==> src/rtl/fixed_sqrt_arbiter_pkg.sv <==
// -----------------------------------------------------------------------------
// fixed_sqrt_arbiter_pkg
// Shared definitions for the fixed-point square-root arbiter:
//   - fixed_t   : 32-bit two's complement fixed point, FRAC_BITS fractional bits
//   - state_t   : arbiter FSM states (IDLE, ISSUE, WAIT, RESP)
//   - is_negative() : sign test used by the optional negative-radicand check
// -----------------------------------------------------------------------------
`timescale 1ns/1ps

package fixed_sqrt_arbiter_pkg;

  localparam int FIX_W     = 32;
  localparam int FRAC_BITS = 14;

  typedef logic signed [FIX_W-1:0] fixed_t;

  typedef enum logic [1:0] {
    IDLE  = 2'd0,
    ISSUE = 2'd1,
    WAIT  = 2'd2,
    RESP  = 2'd3
  } state_t;

  // A radicand with the sign bit set has no real square root.
  function automatic logic is_negative(input fixed_t v);
    return v[FIX_W-1];
  endfunction

endpackage

==> src/rtl/fixed_sqrt_rr_pick.sv <==
// -----------------------------------------------------------------------------
// fixed_sqrt_rr_pick
// Purely combinational round-robin picker. Searches the request vector starting
// at position ptr and wrapping modulo NUM_REQ; the first set bit wins.
// Ports:
//   req   [NUM_REQ-1:0]  in   request vector
//   ptr   [IDX_W-1:0]    in   search start position (must be < NUM_REQ)
//   grant [NUM_REQ-1:0]  out  one-hot winner (zero when no request)
//   idx   [IDX_W-1:0]    out  winner index (zero when no request)
//   found                out  at least one request present
// -----------------------------------------------------------------------------
`timescale 1ns/1ps

module fixed_sqrt_rr_pick
  import fixed_sqrt_arbiter_pkg::*;
#(
  parameter int NUM_REQ = 4,
  parameter int IDX_W   = $clog2(NUM_REQ)
) (
  input  logic [NUM_REQ-1:0] req,
  input  logic [IDX_W-1:0]   ptr,
  output logic [NUM_REQ-1:0] grant,
  output logic [IDX_W-1:0]   idx,
  output logic               found
);

  int pos;

  always_comb begin
    grant = '0;
    idx   = '0;
    found = 1'b0;
    pos   = 0;
    for (int i = 0; i < NUM_REQ; i++) begin
      // Wrap without a modulo operator: ptr + i is always below 2*NUM_REQ.
      pos = int'(ptr) + i;
      if (pos >= NUM_REQ) pos = pos - NUM_REQ;
      if (!found && req[pos]) begin
        found      = 1'b1;
        grant[pos] = 1'b1;
        idx        = IDX_W'(pos);
      end
    end
  end

endmodule

==> src/rtl/fixed_sqrt_arbiter.sv <==
// -----------------------------------------------------------------------------
// fixed_sqrt_arbiter
// Shares one external fixed-point square-root unit among NUM_REQ requesters.
// One operation is in flight at a time; requesters are served round-robin.
// FSM: IDLE -> ISSUE -> WAIT -> RESP -> IDLE.
//
// Ports:
//   clk                         in   single clock, rising edge
//   resetn                      in   asynchronous active-low reset
//   req_valid [NUM_REQ]         in   per-requester request
//   req_rad   [NUM_REQ] fixed_t in   per-requester radicand
//   req_ready [NUM_REQ]         out  accept, one-hot or zero, IDLE only
//   rsp_valid [NUM_REQ]         out  one-cycle one-hot result pulse
//   rsp_root  fixed_t           out  shared result bus (holds last value)
//   rsp_err                     out  rejected radicand, qualified by rsp_valid
//   sq_strobe                   out  start pulse to the sqrt unit
//   sq_rad    fixed_t           out  radicand to the sqrt unit (holds last value)
//   sq_root   fixed_t           in   result from the sqrt unit
//   sq_valid                    in   completion from the sqrt unit (WAIT only)
//   busy                        out  high whenever the FSM is not IDLE
//
// Build option: define FIXED_SQRT_NEG_CHECK_EN to reject radicands with bit 31
// set directly from IDLE to RESP (no strobe, root 0, rsp_err 1). Without it,
// every request goes to the unit and rsp_err is tied low.
// -----------------------------------------------------------------------------
`timescale 1ns/1ps

module fixed_sqrt_arbiter
  import fixed_sqrt_arbiter_pkg::*;
#(
  parameter int NUM_REQ = 4
) (
  input  logic                 clk,
  input  logic                 resetn,
  input  logic [NUM_REQ-1:0]   req_valid,
  input  fixed_t [NUM_REQ-1:0] req_rad,
  output logic [NUM_REQ-1:0]   req_ready,
  output logic [NUM_REQ-1:0]   rsp_valid,
  output fixed_t               rsp_root,
  output logic                 rsp_err,
  output logic                 sq_strobe,
  output fixed_t               sq_rad,
  input  fixed_t               sq_root,
  input  logic                 sq_valid,
  output logic                 busy
);

  localparam int IDX_W = $clog2(NUM_REQ);

  state_t             state;
  state_t             state_nxt;
  logic [IDX_W-1:0]   ptr;
  logic [IDX_W-1:0]   owner;
  fixed_t             rad_q;
  fixed_t             root_q;

  logic [NUM_REQ-1:0] grant;
  logic [IDX_W-1:0]   pick_idx;
  logic               pick_found;
  logic               in_idle;
  logic               handshake;
  logic               neg_reject;
  fixed_t             win_rad;

  fixed_sqrt_rr_pick #(
    .NUM_REQ (NUM_REQ),
    .IDX_W   (IDX_W)
  ) u_pick (
    .req   (req_valid),
    .ptr   (ptr),
    .grant (grant),
    .idx   (pick_idx),
    .found (pick_found)
  );

  // resetn gates ready so nothing is offered while reset is held.
  assign in_idle   = (state == IDLE) && resetn;
  assign req_ready = in_idle ? grant : '0;
  assign handshake = in_idle && pick_found;
  assign win_rad   = req_rad[pick_idx];

`ifdef FIXED_SQRT_NEG_CHECK_EN
  logic err_q;
  assign neg_reject = handshake && is_negative(win_rad);
  assign rsp_err    = err_q && (state == RESP);
`else
  assign neg_reject = 1'b0;
  assign rsp_err    = 1'b0;
`endif

  always_comb begin
    state_nxt = state;
    case (state)
      IDLE:    if (handshake) state_nxt = neg_reject ? RESP : ISSUE;
      ISSUE:   state_nxt = WAIT;
      WAIT:    if (sq_valid) state_nxt = RESP;
      RESP:    state_nxt = IDLE;
      default: state_nxt = IDLE;
    endcase
  end

  assign sq_strobe = (state == ISSUE);
  assign busy      = (state != IDLE);
  assign rsp_valid = (state == RESP) ? (NUM_REQ'(1) << owner) : '0;
  assign sq_rad    = rad_q;
  assign rsp_root  = root_q;

  always_ff @(posedge clk or negedge resetn) begin
    if (!resetn) begin
      state  <= IDLE;
      ptr    <= '0;
      owner  <= '0;
      rad_q  <= '0;
      root_q <= '0;
`ifdef FIXED_SQRT_NEG_CHECK_EN
      err_q  <= 1'b0;
`endif
    end else begin
      state <= state_nxt;

      // accept: remember who owns the operation and what goes to the unit
      if (handshake) owner <= pick_idx;
      // rejected radicands never reach sq_rad, so it keeps the last issued value
      if (handshake && !neg_reject) rad_q <= win_rad;

      // completion: sq_valid only matters while waiting
      if ((state == WAIT) && sq_valid) root_q <= sq_root;

`ifdef FIXED_SQRT_NEG_CHECK_EN
      if (handshake) begin
        err_q <= neg_reject;
        if (neg_reject) root_q <= '0;
      end
`endif

      // response: next search starts just past the requester served
      if (state == RESP) begin
        ptr <= (owner == IDX_W'(NUM_REQ - 1)) ? '0 : owner + IDX_W'(1);
      end
    end
  end

endmodule

==> config.mk <==
export PLATFORM = sky130hd
export DESIGN_NAME = fixed_sqrt_arbiter
export DESIGN_NICKNAME = d
export VERILOG_FILES = /design/src/rtl/fixed_sqrt_arbiter_pkg.sv /design/src/rtl/fixed_sqrt_rr_pick.sv /design/src/rtl/fixed_sqrt_arbiter.sv
export SDC_FILE = /design/constraint.sdc
export NUM_CORES = 1
export LEC_CHECK = 0
export BUFFER_PORTS_ARGS = -buffer_cell sky130_fd_sc_hd__buf_2
export CORE_MARGIN = 1
export CORE_UTILIZATION = 41
export CTS_CLUSTER_DIAMETER = 150
export DETAILED_ROUTE_END_ITERATION = 10
export GPL_ROUTABILITY_DRIVEN = 0
export GPL_TIMING_DRIVEN = 0
export PLACE_DENSITY = 0.85
export SKIP_CTS_REPAIR_TIMING = 1
export SYNTH_ARGS = -nofsm -noshare
export SYNTH_HDL_FRONTEND = slang
export SYNTH_SLANG_ARGS = --single-unit
==> constraint.sdc <==
create_clock -name clk -period 3.96 [get_ports clk]
set_clock_uncertainty 0.1 [all_clocks]
set_input_delay 0.792 -clock clk [delete_from_list [all_inputs] [get_ports clk]]
set_output_delay 0.792 -clock clk [all_outputs]
set_load 0.02 [all_outputs]
# --- Word level (Yosys, flattened, before mapping) ---
# Index checks and enable logic that the tools add are counted.
word_totals:
  latchBits: 0
  memories: 0
  input_bits: 167
  rom_bits: 0
  regBits: 70
  ram_bits: 0
op_classes:
  shift: 1
  add_sub_neg: 8
  reduce_logical: 16
  mux: 44
  n_eq_ne: 6
  bitwise_logic: 3
  div: 0
  mul: 0
  n_lt_le_gt_ge: 13
ops:
  columns: ["op", "count"]
  rows:
  - ["$mux W32", 5]
  - ["$ge A32 B1 Y1 const B", 4]
  - ["$lt A32 B4 Y1 const B", 4]
  - ["$ge A32 B4 Y1 const B", 3]
  - ["$sub A32 B4 Y32 const B", 3]
  - ["$bmux W32 S2", 1]
  - ["$mux W4", 6]
  - ["$mux W1", 16]
  - ["$mux W2", 7]
  - ["$or A4 B4 Y4", 3]
  - ["$logic_and A1 B1 Y1", 10]
  - ["$bmux W1 S2", 4]
  - ["$demux W1 S2", 4]
  - ["$pmux W2 S4", 1]
  - ["$add A2 B2 Y3 const B", 2]
  - ["$eq A2 B2 Y1 const B", 3]
  - ["$ne A2 B2 Y1 const B", 2]
  - ["$shl A1 B2 Y4 const A", 1]
  - ["$sub A2 B3 Y4 const B", 1]
  - ["$add A2 B1 Y3 const B", 1]
  - ["$ge A2 B3 Y1 const B", 1]
  - ["$logic_not A1 Y1", 3]
  - ["$lt A2 B3 Y1 const B", 1]
  - ["$add A2 B1 Y2 const B", 1]
  - ["other kinds (4)", 4]

# --- Depth between registers and ports, before layout ---
# Gate-level depths: netlist of run 1.
depth:
  depth_word: 18
  depth_mapped: 14

# --- Modules after synthesis ---
# Synthesis of run 1 repeated with hierarchy kept, for this count alone.
unflattened:
  cells_unflattened: 336
  area_unflattened_um2: 4012.6
by_module_without_submodules:
  columns: ["mod", "cells_each", "n_inst", "area_per_inst_um2"]
  rows:
  - ["fixed_sqrt_arbiter", 288, 1, 3552.2]
  - ["fixed_sqrt_rr_pick", 48, 1, 460.4]

# --- Least setup slack after synthesis of run 1 ---
# Ideal clock, no wire load.
synth_path:
  kind: "register to output"
  from: "reg ptr[0]"
  to: "out req_ready[0]"
  arrival_ps: 2695
  slack_ps: 373
  path_stages_with_launch: 10
  path_buffers: 3
  path_cell_list: "dfrtp_1 -> buf_6 -> clkbuf_1 -> inv_1 -> ha_1 -> clkbuf_1 -> or3b_2 -> o22ai_1 -> a221oi_1 -> nor2_1"
synth_between:
  elab_chain_cells: 16
synth_rtl:
  columns: ["item", "line", "rtl"]
  rows:
  - ["start, declared", "fixed_sqrt_arbiter.sv:52", "logic [IDX_W-1:0] ptr;"]
  - ["start signal, assigned", "fixed_sqrt_arbiter.sv:138", "ptr <= (owner == IDX_W'(NUM_REQ - 1)) ? '0 : owner + IDX_W'(1);"]
  - ["parallel branches: the longest is 14 deep, another holds $sub A32 B4 Y32", null, null]
  - ["$mux W4 (*)", "fixed_sqrt_rr_pick.sv:38", "if (!found && req[pos]) begin"]
  - ["$mux W4 (*)", "fixed_sqrt_arbiter.sv:78", "assign req_ready = in_idle ? grant : '0;"]
  - ["end, declared", "fixed_sqrt_arbiter.sv:37", "output logic [NUM_REQ-1:0] req_ready,"]
# Mark *: on every way between the ends. The select of a mux whose other input is x is not followed.

# --- Worst setup path after layout of run 1 ---
# Ends and elaborated chain as after synthesis.

==> results of run 1 <==
[area by class of cell]
cell class	instances	share of cell area
tap	136	0.02845
timing repair buffer	244	0.2067
inverter	8	0.005649
sequential	70	0.2931
clock buffer	11	0.02531
buffer	39	0.03598
clock inverter	5	0.006695
multi-input combinational	327	0.3981
[power groups by stage]
stage	registers (mW)	logic (mW)	clock network [mW]
global placement	1.29	2.98	0
finish	1.31	3.16	0.560
CTS	1.30	3.08	0.572
floorplan	1.69	1.70	0
global route	1.34	3.40	0.603
detailed placement	1.31	3.08	0
[state kept, by name, indices dropped and copies added (netlist names)]
| signal | flops |
|---|---|
| rsp_root | 32 |
| sq_rad | 32 |
| owner | 2 |
| ptr | 2 |
| state | 2 |
[per-layer routing]
layer | share of wire | wire length, um | up-vias
met5 | 0 | 0 | -
met4 | 0.054 | 808 | 0
met3 | 0.071 | 1063 | 45
met2 | 0.49 | 7357 | 272
met1 | 0.38 | 5703 | 2210
li1 | - | - | 2177
[per-stage QoR]
step | cells | setup TNS [ns] | hold WS [ns] | utilization
2_1_floorplan | 444 | 0 | 0.3964 | -
3_3_place_gp | 820 | -7.099 | 0.3813 | 0.5541
5_1_grt | 840 | -0.05752 | 0.4187 | 0.5793
3_5_place_dp | 820 | -5.478 | 0.3900 | 0.5544
4_1_cts | 836 | -7.923 | 0.4056 | 0.5729
6_report | 840 | 0 | 0.4016 | 0.5793
[cells by family (layout without fill, tap and decap cells)]
group,count (synthesis),count (layout),share of synthesized area
mux,61,61,0.1585
buf+inv,47,307,0.05408
other cells,1,1,0.0008622
fa+ha+maj,14,14,0.04028
compound gates,127,127,0.2109
simple gates,124,124,0.1326
flops,70,70,0.4028
[cells in the final DEF (no fill, tap or decap), types with 4 or more instances in the layout]
cell / instances
o21a_1: 7
clkbuf_1: 22
ha_1: 13
mux2i_1: 25
nand2_1: 25
a22oi_1: 4
nand2b_1: 4
buf_4: 9
o21ai_0: 28
inv_1: 7
buf_2: 240
buf_6: 7
dfrtp_1: 69
clkbuf_8: 11
and2_1: 7
mux2_2: 33
a311oi_1: 7
a221oi_1: 29
a211oi_1: 32
nand3_1: 25
nor2_1: 50
a21oi_1: 6
[worst reg2reg max path: stages (launching register included)]
cell and delay (ns):
dfrtp_2 0.43, buf_6 0.16, buf_6 0.15, clkinvlp_4 0.14
ha_4 0.31, clkbuf_2 0.21, nand3b_1 0.10, a32o_1 0.26
a41oi_1 0.70, clkbuf_1 0.44, nand3_1 0.16, a221oi_1 0.38
a211oi_1 0.09
[worst paths after layout]
path,start,to,slack (ns),cells past startpoint
max,ptr[0],req_ready[0],0.06,11
min,rsp_root[17],rsp_root[17],0.40,1
max reg2reg,ptr[0],sq_rad[9],0.21,12
min reg2reg,rsp_root[17],rsp_root[17],0.40,1
max in group asynchronous,resetn,ptr[0],2.67,1
min in group asynchronous,resetn,rsp_root[22],0.48,1
==> flow_summary.json, run 1 <==
{
  "drcViolationCount": 0,
  "yosys.area.top_type": "dfrtp_1",
  "cts_buffers": 9,
  "switching_share": 0.4853,
  "multi_input_area_sq_mm": 0.002381,
  "vias": 4704,
  "hp-class": "flip-flop to flip-flop",
  "synth.most_common_cell": "dfrtp_1",
  "crit_buf_inv": 5,
  "cts.sinks": 70,
  "seq_area_frac_synth": 0.4028,
  "status": "finished, final reports clean",
  "gr-usage-met3": 0.06176,
  "cp_data_arrival_time_ns": 3.01,
  "drive_gt1_frac": 0.4517,
  "cts_tree": "done",
  "initial_core_util": 0.4213,
  "powerDensity_mw_per_mm2": 840.3,
  "async_flop_share": 1.000,
  "cap_violations": 0,
  "rows": 37,
  "slowest_stage": "mux4_2",
  "intPower_mw": 2.587,
  "hold_viol": 0,
  "dpl_worst_slack_ns": -0.2417,
  "p_total_mw": 5.025,
  "power.share.sequential": 0.260,
  "clkPwrFrac": 0.112,
  "ys_seq_elements": 70,
  "maxSlewViolCount": 0,
  "wl_um": 14930,
  "h-tree-depth": 3,
  "yosys_warnings": 0,
  "final_nets": 880,
  "critPathMaxFanout": 10,
  "ys_types": 41,
  "fmax_mhz": 256.1,
  "antenna_found_initial": 0,
  "dpl-instance-area_sq_mm": 0.005723,
  "synth_edf_count": 0,
  "fin_crit_ns": 3.904,
  "power_frac_comb": 0.629,
  "met1_usage": 0.2880,
  "grt_pass1_wl_um": 22770,
  "ios": 242,
  "p_leak_nw": 2.868,
  "yosysTopAreaCellShare": 0.4028,
  "gr-usage-all-layers": 0.2667,
  "cts.clk_slew.worst_paths_ns": 0.08,
  "setup_ws_ns": 0.05599,
  "regArea_sq_mm": 0.001753,
  "use_met2": 0.4678,
  "startpoint_type": "flip-flop",
  "top_usage_layer": "met2",
  "cp_top_family": "buffers and inverters",
  "fin_crit_sh": 0.9859,
  "first_pass_iters": 5,
  "viasPerCell": 5.600,
  "design.core.area_sq_mm": 0.01032,
  "diodes": 0,
  "die-area_sq_mm": 0.01102,
  "crit_required_ns": 3.07,
  "wl_per_cell_um": 17.78,
  "die_h_um": 105.0,
  "ant_nets": 0,
  "syn_nets": 625,
  "path_cells": "buf_6 > buf_6 > clkinvlp_4 > ha_4 > mux4_2 > buf_4 > a22oi_1 > nor2_1 > a221oi_1 > nor2_1 > buf_2",
  "numPortBuffers": 240,
  "die_w_um": 105.0,
  "synth_common_cells": "70 x dfrtp_1, 50 x nor2_1, 33 x mux2_2",
  "fillerInstances": 891,
  "drt_iter0_drc": 241,
  "max_stage_delay_ns": 0.56,
  "clockBufferDepth": 2,
  "fin_area_sq_mm": 0.005981,
  "worst_pin_slew_ns": 1.054,
  "grt.overflow.total": 0,
  "avgSynthCellArea_sq_um": 9.795,
  "syn-cell-area_sq_mm": 0.004349,
  "endpoint_kind": "primary output",
  "setup-violations-final": 0,
  "dp_hpwl_um": 11650,
  "synth.area.top_cells": "dfrtp_1 40%, mux2_2 8.5%, a221oi_1 5.8%",
  "area_growth_pct": 37.51,
  "worstSkewPairLatency_ns": 0.33,
  "worstSetupPathType": "flip-flop to primary output",
  "grt_max_degree": 72,
  "peakVddDrop_mv": 0.4666,
  "synth_flop_cell": "dfrtp_1",
  "relSlewSlack": 0.2922,
  "grt_pass1_vias": 4686,
  "cts-root-buf": "clkbuf_8",
  "p_switching_mw": 2.439,
  "netlist_instances": 444
}
Note: power is estimated with default switching activity, not from simulation.
==> inputs of run 2 (changes only) <==
- RECOVER_POWER: not set -> 100
==> run 2 against run 1 <==
  * Critical path depth unchanged
  * Cell count unchanged
  * Sequential share of layout area increased by 0.47 points
  * Count of clock-buffer cells in the layout unchanged
  * Critical endpoint unchanged
  * Sequential power about the same
  * Setup slack improved by 0.0020 ns
  * First-iteration DRC count decreased by 0.41%
  * Clock power about the same
  * Global-route usage unchanged
  * Fmax about the same
  * Via count increased by 0.57%
==> flow_summary.json, run 2 (same netlist as run 1, synthesis figures left out) <==
{
  "ant_nets": 0,
  "drt_iter0_drc": 240,
  "clkPwrFrac": 0.113,
  "status": "finished, final reports clean",
  "die_w_um": 105.0,
  "gr-usage-all-layers": 0.2667,
  "endpoint_kind": "primary output",
  "powerDensity_mw_per_mm2": 837.2,
  "final_nets": 880,
  "diodes": 0,
  "wl_per_cell_um": 17.85,
  "grt.overflow.total": 0,
  "startpoint_type": "flip-flop",
  "ios": 242,
  "crit_required_ns": 3.07,
  "peakVddDrop_mv": 0.4587,
  "fin_crit_sh": 0.9853,
  "drive_gt1_frac": 0.3537,
  "p_leak_nw": 2.676,
  "worst_pin_slew_ns": 1.071,
  "die_h_um": 105.0,
  "fmax_mhz": 256.3,
  "hold_viol": 0,
  "cts_buffers": 9,
  "dpl-instance-area_sq_mm": 0.005723,
  "fin_crit_ns": 3.902,
  "cts-root-buf": "clkbuf_8",
  "cap_violations": 0,
  "hp-class": "flip-flop to flip-flop",
  "cts_tree": "done",
  "final_common_cell": "buf_2",
  "tns_ns": 0,
  "grt_pass1_wl_um": 22770,
  "maxSlewViolCount": 0,
  "antenna_found_initial": 0,
  "wl_um": 15000,
  "intPower_mw": 2.472,
  "power.share.sequential": 0.267,
  "drcViolationCount": 0,
  "p_switching_mw": 2.456,
  "setup-violations-final": 0,
  "cts.sinks": 70,
  "power_frac_comb": 0.619,
  "design.core.area_sq_mm": 0.01032,
  "switching_share": 0.4984,
  "numPortBuffers": 240,
  "die-area_sq_mm": 0.01102,
  "fillerInstances": 934,
  "clockBufferDepth": 2,
  "cp_data_arrival_time_ns": 3.01,
  "rows": 37,
  "critPathMaxFanout": 10,
  "grt_max_degree": 72,
  "grt_pass1_vias": 4686,
  "h-tree-depth": 3,
  "area_growth_pct": 35.33,
  "dp_hpwl_um": 11650,
  "vias": 4731,
  "viasPerCell": 5.632,
  "initial_core_util": 0.4213,
  "relSlewSlack": 0.2803,
  "cts.clk_slew.worst_paths_ns": 0.08,
  "final_cell_mix": "171 x buf_2, 94 x clkbuf_1, 69 x dfrtp_1",
  "first_pass_iters": 4,
  "worstSetupPathType": "flip-flop to primary output",
  "fin_area_sq_mm": 0.005886,
  "worstSkewPairLatency_ns": 0.33
}
-- run 2: cell types whose count changed in the layout (fill, tap and decap cells not counted) --
cell and delta:
and2_0 +3, buf_2 -69, buf_6 -1, and2_1 -3, clkbuf_1 +72, buf_4 -1, buf_1 -3, clkbuf_2 +2
-- run 2: layout make-up --
| type | instances | area (sq um) | share of cell area |
|---|---|---|---|
| well taps | 136 | 170.2 | 0.02891 |
| flip-flops and latches | 70 | 1753 | 0.2978 |
| clock buffers | 11 | 151.4 | 0.02572 |
| inverters | 8 | 33.78 | 0.005740 |
| repair buffers | 244 | 1151 | 0.1956 |
| plain buffers | 39 | 205.2 | 0.03486 |
| clock inverters | 5 | 40.04 | 0.006803 |
| multi-input cells | 327 | 2381 | 0.4045 |
-- run 2: metrics by stage --
step / instances / utilization / hold WS (ns) / worst slack, ns / total power [mW]
3_3_place_gp: 820 / 0.5541 / 0.3813 / -0.3322 / 4.263
5_1_grt: 840 / 0.5701 / 0.4236 / -0.05752 / 5.240
2_1_floorplan: 444 / - / 0.3964 / 0.3732 / 3.393
3_5_place_dp: 820 / 0.5544 / 0.3900 / -0.2417 / 4.391
6_report: 840 / 0.5701 / 0.4061 / 0.05802 / 4.927
4_1_cts: 836 / 0.5729 / 0.4056 / -0.4732 / 4.951
-- run 2: worst paths after layout --
path / start / end / slack, ns / cells after the start
min in group asynchronous: resetn / rsp_root[22] / 0.48 / 1
max reg2reg: ptr[0] / sq_rad[9] / 0.07 / 14
max: ptr[0] / req_ready[0] / 0.06 / 11
min: rsp_root[17] / rsp_root[17] / 0.41 / 1
min reg2reg: rsp_root[17] / rsp_root[17] / 0.41 / 1
max in group asynchronous: resetn / ptr[0] / 2.67 / 1
-- run 2: critical path, cell delays in order (launching register included) --
cell        delay [ns]
dfrtp_2           0.42
buf_6             0.16
buf_6             0.15
clkinvlp_4        0.14
ha_4              0.31
mux4_2            0.55
buf_4             0.17
a22oi_1           0.22
nor2_1            0.07
a221oi_1          0.25
nor2_1            0.07
buf_2             0.16
-- run 2: routing by layer --
metal	track usage	routed length, um	up-vias
li1	-	-	2174
met5	0	0	-
met1	0.2880	5827	2229
met3	0.06176	968	45
met4	0.1720	781	0
met2	0.4678	7419	283
-- run 2: power by group through the flow --
stage	logic, mW	registers, mW	clock network [mW]
final	3.05	1.32	0.559
after global routing	3.28	1.36	0.603
after CTS	3.08	1.30	0.572
after detailed placement	3.08	1.31	0
after global placement	2.98	1.29	0
after floorplan	1.70	1.69	0
